==> src/rtl/lc3_pc_pkg.sv <==
// ---------------------------------------------------------------------------
// lc3_pc_pkg
//   Shared definitions for the LC-3 program-counter unit: the encodings of the
//   next-PC select field and the default PC/address width.
// ---------------------------------------------------------------------------
package lc3_pc_pkg;

   localparam int ADDR_W_DEFAULT = 16;

   // Next-PC source select, as driven by the control FSM on pc_sel.
   typedef enum logic [1:0] {
      PC_SEL_INC = 2'b00,   // PC + 1
      PC_SEL_BUS = 2'b01,   // datapath bus
      PC_SEL_EA  = 2'b10,   // effective address
      PC_SEL_VEC = 2'b11    // trap / interrupt vector
   } pc_sel_e;

endpackage : lc3_pc_pkg

==> src/rtl/pc_ras_stack.sv <==
// ---------------------------------------------------------------------------
// pc_ras_stack
//   Circular return-address stack with a valid-entry count and sticky
//   overflow/underflow flags. A push onto a full stack overwrites the oldest
//   entry. A push and pop together on a non-empty stack replace the top entry.
//
// Ports
//   clk, rst         rising-edge clock, asynchronous active-high reset
//   push_i, pop_i    stack operations for this cycle
//   err_clr_i        clear sticky flags (a same-cycle set wins)
//   push_data_i      value written on push
//   top_o            top-of-stack entry, 0 when empty
//   cnt_o            number of valid entries
//   full_o, empty_o  cnt_o == DEPTH / cnt_o == 0
//   ovf_o, unf_o     sticky overflow / underflow
// ---------------------------------------------------------------------------
module pc_ras_stack #(
   parameter int ADDR_W = 16,
   parameter int DEPTH  = 8
) (
   input  logic                     clk,
   input  logic                     rst,
   input  logic                     push_i,
   input  logic                     pop_i,
   input  logic                     err_clr_i,
   input  logic [ADDR_W-1:0]        push_data_i,
   output logic [ADDR_W-1:0]        top_o,
   output logic [$clog2(DEPTH):0]   cnt_o,
   output logic                     full_o,
   output logic                     empty_o,
   output logic                     ovf_o,
   output logic                     unf_o
);

   localparam int PTR_W = $clog2(DEPTH);
   localparam int CNT_W = PTR_W + 1;

   logic [ADDR_W-1:0] mem [DEPTH];

   // ptr_q is the next free slot; the top entry lives at ptr_q - 1. DEPTH is
   // a power of two, so pointer arithmetic wraps around the buffer for free.
   logic [PTR_W-1:0]  ptr_q, ptr_d;
   logic [CNT_W-1:0]  cnt_q, cnt_d;
   logic              ovf_q, ovf_d;
   logic              unf_q, unf_d;
   logic              wr_en;
   logic [PTR_W-1:0]  wr_idx;
   logic [PTR_W-1:0]  top_idx;
   logic              ovf_set;
   logic              unf_set;

   assign top_idx = ptr_q - PTR_W'(1);
   assign empty_o = (cnt_q == '0);
   assign full_o  = (cnt_q == CNT_W'(DEPTH));
   assign top_o   = empty_o ? '0 : mem[top_idx];
   assign cnt_o   = cnt_q;
   assign ovf_o   = ovf_q;
   assign unf_o   = unf_q;

   // NOTE: every variable gets a default at the top of always_comb so no
   // path leaves it unassigned, which would otherwise infer a latch.
   always_comb begin
      ptr_d   = ptr_q;
      cnt_d   = cnt_q;
      wr_en   = 1'b0;
      wr_idx  = ptr_q;
      ovf_set = 1'b0;
      unf_set = 1'b0;
      if (push_i && pop_i && !empty_o) begin
         // Replace top in place: pointer and count unchanged.
         wr_en  = 1'b1;
         wr_idx = top_idx;
      end else begin
         if (push_i) begin
            wr_en = 1'b1;
            ptr_d = ptr_q + PTR_W'(1);
            if (full_o) ovf_set = 1'b1;   // oldest entry overwritten
            else        cnt_d   = cnt_q + CNT_W'(1);
         end
         // Here a pop is either alone, or paired with a push on an empty stack.
         if (pop_i) begin
            if (empty_o) begin
               unf_set = 1'b1;
            end else begin
               ptr_d = ptr_q - PTR_W'(1);
               cnt_d = cnt_q - CNT_W'(1);
            end
         end
      end
      ovf_d = ovf_set | (ovf_q & ~err_clr_i);
      unf_d = unf_set | (unf_q & ~err_clr_i);
   end

   // NOTE: state registers use non-blocking assignments so every flop samples
   // pre-edge values regardless of block ordering.
   always_ff @(posedge clk or posedge rst) begin
      if (rst) begin
         ptr_q <= '0;
         cnt_q <= '0;
         ovf_q <= 1'b0;
         unf_q <= 1'b0;
      end else begin
         ptr_q <= ptr_d;
         cnt_q <= cnt_d;
         ovf_q <= ovf_d;
         unf_q <= unf_d;
      end
   end

   // NOTE: the entry array is deliberately not reset; cnt_q = 0 marks every
   // entry invalid, and leaving storage unreset lets it map to plain RAM.
   always_ff @(posedge clk) begin
      if (wr_en) mem[wr_idx] <= push_data_i;
   end

endmodule : pc_ras_stack

==> src/rtl/pc_ras_unit.sv <==
// ---------------------------------------------------------------------------
// pc_ras_unit
//   LC-3 program counter with next-PC selection, bus gating of PC and PC-1,
//   and an optional return-address stack (RAS).
//
//   Build option: define PC_RAS_EN to include the return-address stack and
//   the pop-override of the next-PC mux. Without it the ras_* inputs are
//   ignored and the ras_* outputs are tied to their empty-stack values.
//
// Ports
//   clk, rst                 rising-edge clock, async active-high reset
//   bus, ea, vec             next-PC sources
//   ld_pc, pc_sel            load enable and source select (lc3_pc_pkg)
//   ras_push, ras_pop        stack push of reg_pc / pop (with ld_pc: load top)
//   err_clr                  clear sticky ras_ovf / ras_unf
//   gate_pc_en               drive pc
//   gate_pc_minus_1_en       drive pc_minus_one
//   reg_pc                   PC register
//   pc, pc_minus_one         gated PC / PC-1 (0 when not gated, bus is OR-ed)
//   ras_top, ras_cnt         top entry (0 when empty) / valid entry count
//   ras_full, ras_empty      stack full / empty
//   ras_ovf, ras_unf         sticky overflow / underflow
// ---------------------------------------------------------------------------
module pc_ras_unit
   import lc3_pc_pkg::*;
#(
   parameter int                ADDR_W    = ADDR_W_DEFAULT,
   parameter int                RAS_DEPTH = 8,
   parameter logic [ADDR_W-1:0] RESET_PC  = '0
) (
   input  logic                         clk,
   input  logic                         rst,
   input  logic [ADDR_W-1:0]            bus,
   input  logic [ADDR_W-1:0]            ea,
   input  logic [ADDR_W-1:0]            vec,
   input  logic                         ld_pc,
   input  logic [1:0]                   pc_sel,
   input  logic                         ras_push,
   input  logic                         ras_pop,
   input  logic                         err_clr,
   input  logic                         gate_pc_en,
   input  logic                         gate_pc_minus_1_en,
   output logic [ADDR_W-1:0]            reg_pc,
   output logic [ADDR_W-1:0]            pc,
   output logic [ADDR_W-1:0]            pc_minus_one,
   output logic [ADDR_W-1:0]            ras_top,
   output logic [$clog2(RAS_DEPTH):0]   ras_cnt,
   output logic                         ras_full,
   output logic                         ras_empty,
   output logic                         ras_ovf,
   output logic                         ras_unf
);

   logic [ADDR_W-1:0] pc_q, pc_d;
   logic [ADDR_W-1:0] sel_pc;
   logic              pop_hit;   // pop of a valid entry this cycle

`ifdef PC_RAS_EN
   pc_ras_stack #(
      .ADDR_W (ADDR_W),
      .DEPTH  (RAS_DEPTH)
   ) u_stack (
      .clk         (clk),
      .rst         (rst),
      .push_i      (ras_push),
      .pop_i       (ras_pop),
      .err_clr_i   (err_clr),
      .push_data_i (pc_q),       // return address = pre-update PC
      .top_o       (ras_top),
      .cnt_o       (ras_cnt),
      .full_o      (ras_full),
      .empty_o     (ras_empty),
      .ovf_o       (ras_ovf),
      .unf_o       (ras_unf)
   );
   assign pop_hit = ras_pop & ~ras_empty;
`else
   logic unused_ras_in;
   assign unused_ras_in = ^{ras_push, ras_pop, err_clr};
   assign ras_top   = '0;
   assign ras_cnt   = '0;
   assign ras_full  = 1'b0;
   assign ras_empty = 1'b1;
   assign ras_ovf   = 1'b0;
   assign ras_unf   = 1'b0;
   assign pop_hit   = 1'b0;
`endif

   always_comb begin
      sel_pc = pc_q + ADDR_W'(1);
      unique case (pc_sel_e'(pc_sel))
         PC_SEL_INC: sel_pc = pc_q + ADDR_W'(1);
         PC_SEL_BUS: sel_pc = bus;
         PC_SEL_EA:  sel_pc = ea;
         PC_SEL_VEC: sel_pc = vec;
         default:    sel_pc = pc_q + ADDR_W'(1);
      endcase
   end

   // A valid pop with ld_pc returns to the stacked address, overriding pc_sel.
   assign pc_d = !ld_pc  ? pc_q    :
                 pop_hit ? ras_top : sel_pc;

   always_ff @(posedge clk or posedge rst) begin
      if (rst) pc_q <= RESET_PC;
      else     pc_q <= pc_d;
   end

   assign reg_pc       = pc_q;
   assign pc           = gate_pc_en         ? pc_q                 : '0;
   assign pc_minus_one = gate_pc_minus_1_en ? pc_q - ADDR_W'(1)    : '0;

endmodule : pc_ras_unit

==> config.mk <==
export PLATFORM = sky130hd
export DESIGN_NAME = pc_ras_unit
export DESIGN_NICKNAME = d
export VERILOG_FILES = /design/src/rtl/lc3_pc_pkg.sv /design/src/rtl/pc_ras_stack.sv /design/src/rtl/pc_ras_unit.sv
export SDC_FILE = /design/constraint.sdc
export NUM_CORES = 1
export LEC_CHECK = 0
export CAP_MARGIN = 20
export CORE_AREA = 2 2 84 86
export DETAILED_ROUTE_END_ITERATION = 12
export DIE_AREA = 0 0 86 88
export HOLD_SLACK_MARGIN = 0.06
export PLACE_DENSITY = 0.79
export SYNTH_ARGS = -nofsm -noshare
export SYNTH_HDL_FRONTEND = slang
export SYNTH_SLANG_ARGS = --single-unit
==> constraint.sdc <==
create_clock -name clk -period 3.6 [get_ports clk]
set_input_delay 0.72 -clock clk [delete_from_list [all_inputs] [get_ports clk]]
set_output_delay 0.72 -clock clk [all_outputs]
set_load 0.01 [all_outputs]
=== Word level (Yosys, flattened, before mapping) ===
Cells that the tools add are included.
W data, S select, Z words.

* Register bits: 16
* Bits of input ports: 58
* Output and inout port bits: 72
* Logic and storage cells: 10

* $add $sub $neg: 2
* Equal/unequal tests: 3
* Mux-type cells: 3
* Reductions and logical operators: 1

{| class="wikitable"
|+ Operators by type and width
! operator !! number
|-
| $pmux W16 S4 || 1
|-
| $mux W16 || 2
|-
| $add A16 B1 Y16 const B || 1
|-
| $sub A16 B1 Y16 const B || 1
|-
| $eq A2 B2 Y1 const B || 2
|-
| $eq A2 B1 Y1 const B || 1
|-
| $logic_not A2 Y1 || 1
|}

=== Logic depth before layout (Yosys ltp) ===
* Word-level depth: 2
* Gate-level depth with buffers: 6
* Gate-level depth less buffers: 6

=== Least setup slack after synthesis ===
No wires, ideal clock.

* Path kind: flip-flop to output port
* From: register pc_q[8], in the netlist reg_pc[8]
* To: output port pc_minus_one[15]
* Data arrival time: 2.229 ns
* Required time: 2.880 ns
* Path slack: 0.651 ns
* Cell stages (with the launch flop): 6
* Buffers on the path: 1
* Cells stage by stage: dfrtp_1 > buf_6 > or4_4 > or4_4 > or4_1 > a21oi_1

* Cells in the longest elaborated chain, start to end: 2

{| class="wikitable"
|+ RTL lines
! item !! line !! text
|-
| start: declaration || pc_ras_unit.sv:54 || <nowiki>logic [ADDR_W-1:0] pc_q, pc_d;</nowiki>
|-
| start signal: assignment || pc_ras_unit.sv:106 || <nowiki>else pc_q <= pc_d;</nowiki>
|-
| $sub A16 B1 Y16 || pc_ras_unit.sv:111 || <nowiki>assign pc_minus_one = gate_pc_minus_1_en ? pc_q - ADDR_W'(1) : '0;</nowiki>
|-
| $mux W16 || pc_ras_unit.sv:111 ||
|-
| end: declaration || pc_ras_unit.sv:45 || <nowiki>output logic [ADDR_W-1:0] pc_minus_one,</nowiki>
|}

No other way between the ends.

=== Final worst setup path ===
* From: register pc_q[7], in the netlist reg_pc[7]
* To: output port pc_minus_one[14]

The elaborated chain is that of the path after synthesis.

==> results.toml <==
[worst_setup_path]
path_class = "reg -> out"
worstReg2RegEnd = "reg_pc[5]"
critPathLaunch = "reg_pc[7]"
r2r-start = "reg_pc[2]"
cp_max_fo = 6
cp.required_ns = 2.88
start_kind = "flop"
r2r_setup_slack_ns = 1.54
crit_path_end_kind = "output pin"
ff2ff_path_depth = 5
worstPathArrival_ns = 2.78

[routing]
drc = 0
drt_wl_total_microns = 6152
ant_nets = 0
num_vias = 2148
viasPerCell = 4.972
route.detailed.wl_per_inst_microns = 14.24
dr.pass1.iters = 4
drt_iter0_drc = 67

[finish]
diodes = 0
final_common_cell = "clkdlybuf4s50_1"
fillers = 647
drive_above_1_share_pct = 12.22
nets = 413
area_growth_pct = 55.34
largest_reg_flops = 16
final_cell_mix = "101 x clkdlybuf4s50_1, 24 x nor2_1, 24 x conb_1"

[min_path]
hold_path_class = "reg -> reg"
min_path_cells = 2
worstHoldEndpoint = "reg_pc[1]"
min_from = "reg_pc[1]"

[sta]
tightest_slew_ns = 0.6142
fin_crit_sh_pct = 97.29
drv_slew = 0
relSlewSlack_pct = 58.68
fmax_mhz = 285.5
skew_ns = 0.009475
setup_tns_ns = 0
timing.final.ws_setup_ns = 0.09752
hold_viol = 0
min_period_ns = 3.502
rsz0062_at_grt = "no"
setup_violations = 0

[floorplanning]
dieWidth_microns = 86
core_sq_um = 6644
rows = 30
die_y_microns = 88
dieArea_sq_um = 7568
pin_count = 130
start_util_pct = 29.60

[placed_design]
place_ws_ns = 0.3029
portBuffers = 102
hpwlAfterDp_microns = 4885
gp_congestion = 0.8198

[power_and_ir_drop]
p_clk_share_pct = 17.8
power_density_nw_per_um2 = 292.9
seqPwrFrac_pct = 26.3
swShare_pct = 36.00
switchingPower_w = 0.0003222
p_int_w = 0.0005728
comb_power_share_pct = 55.9
ir_drop_uv = 123.4
power.leakage_nw = 1.184

[global_routing]
track_usage_pct = 15.70
grt_antenna_before_repair = 0
grt_pass1_vias = 2048
grt_max_degree = 18
grt_pass1_wl_microns = 9784
overflow = 0

[cts]
clockRootBuffer = "clkbuf_8"
cts_tree = "built"
cts_num_sinks = 16
cts_hold_buf = 0
clk_path_buf_depth = 2
clock_latency_ns = 0.25
htreeDepth = 1
path_clk_slew_ns = 0.07
cts_made_buffers = 3
postCtsSetupBuffers = 0

[synthesis]
yosysUniqueCellTypes = 45
synth_seq_cells = 16
synth_warnings = 0
ys_async_sr_fraction_pct = 100.0
yosysSeqAreaShare_pct = 20.36
synth_flop_cell = "dfrtp_1"
avgSynthCellArea_sq_um = 7.805
postSynthCellCount = 252
syn_area_sq_um = 1967
synth_edf_count = 0

[flow_run]
max-cap-violations = 0

[outcome]
status = "finished clean"
[worst max-delay path, cell delays in order (launching register included)]
cell	delay [ns]
dfrtp_1	0.37
or4_4	0.57
or4_4	0.46
or3_2	0.42
a21oi_1	0.16
clkdlybuf4s50_1	0.55
[synth_stat cells (3+ instances only)]
cell        n  area (sq um)
or2_2       3         18.77
a21oi_1    20         100.1
xnor2_1     5         43.79
mux2_2      8         90.09
mux4_2      5         112.6
o2bb2ai_1   4         35.03
nor3_1      6         30.03
nand4_1     6         37.54
nand3_1     7         35.03
dfrtp_1    16         400.4
nor4_1      8         50.05
buf_4      24         180.2
or4_1       3         22.52
o31ai_1     5         37.54
clkbuf_1   16         60.06
nor2_1     24         90.09
a22o_1      5         43.79
mux2i_1     4         40.04
xor2_1      3         26.28
and2_1     15         93.84
a221oi_1    3         26.28
inv_1       7         26.28
nand2_1    12         45.04
o21ai_0    14         70.07
[power by group through the flow]
stage	registers [W]	logic, W	clock network (W)
after global routing	0.000241	0.000541	0.000161
final	0.000236	0.000500	0.000160
after CTS	0.000236	0.000501	0.000156
after floorplan	0.000249	0.000256	0
after detailed placement	0.000239	0.000499	0
after global placement	0.000237	0.000490	0
[routing by layer]
layer	track usage, %	vias to the layer above	wire length (microns)
li1	-	1060	-
met1	19.52	979	2587
met2	29.11	102	3027
met3	1.320	7	463
met4	4.185	0	73
met5	0	-	0
[per-stage QoR]
stage	total power [W]	hold WS, ns	cell area (sq um)	cells	utilization (%)
3_5_place_dp	0.0007381	0.5734	2998	428	45.12
3_3_place_gp	0.0007277	0.5516	2998	428	45.12
6_report	0.0008950	0.5850	3055	432	45.99
2_1_floorplan	0.0005048	0.6292	2049	274	-
4_1_cts	0.0008939	0.5857	3053	432	45.95
5_1_grt	0.0009434	0.6157	3055	432	45.99
[what timing repair did]
item,CTS,global route
endpoints found under the hold margin,0,0
resized for setup,0,1
setup endpoints to repair,0,1
[worst max-delay path by stage]
| stage | to | slack (ns) | depth (start not counted) |
|---|---|---|---|
| floorplan | pc_minus_one[15] | 0.65 | 5 |
| global placement | pc_minus_one[15] | 0.33 | 5 |
| detailed placement | pc_minus_one[15] | 0.30 | 5 |
| CTS | pc_minus_one[15] | 0.03 | 5 |
| global route | pc_minus_one[14] | 0.05 | 5 |
| finish | pc_minus_one[14] | 0.1 | 5 |
[final cells by class]
class                           instances  area, sq um  area share (%)
Multi-Input combinational cell        206         1326           43.41
Timing Repair Buffer                  118         1144           37.43
Sequential cell                        16        400.4           13.10
Tap cell                               80        100.1           3.276
Clock buffer                            4        55.05           1.802
Inverter                                8        30.03          0.9828
[cell families after synthesis]
group | count (synthesis) | share of synthesized area (%)
AND/OR/NAND/NOR | 94 | 25.38
AO/OA/AOI/OAI | 61 | 20.29
buffers and inverters | 52 | 16.41
multiplexers | 17 | 12.34
flip-flops | 16 | 20.36
XOR/XNOR | 8 | 3.562
adder cells (fa/ha/maj) | 2 | 1.272
other | 2 | 0.3818
(Power assumes the default switching activity.)
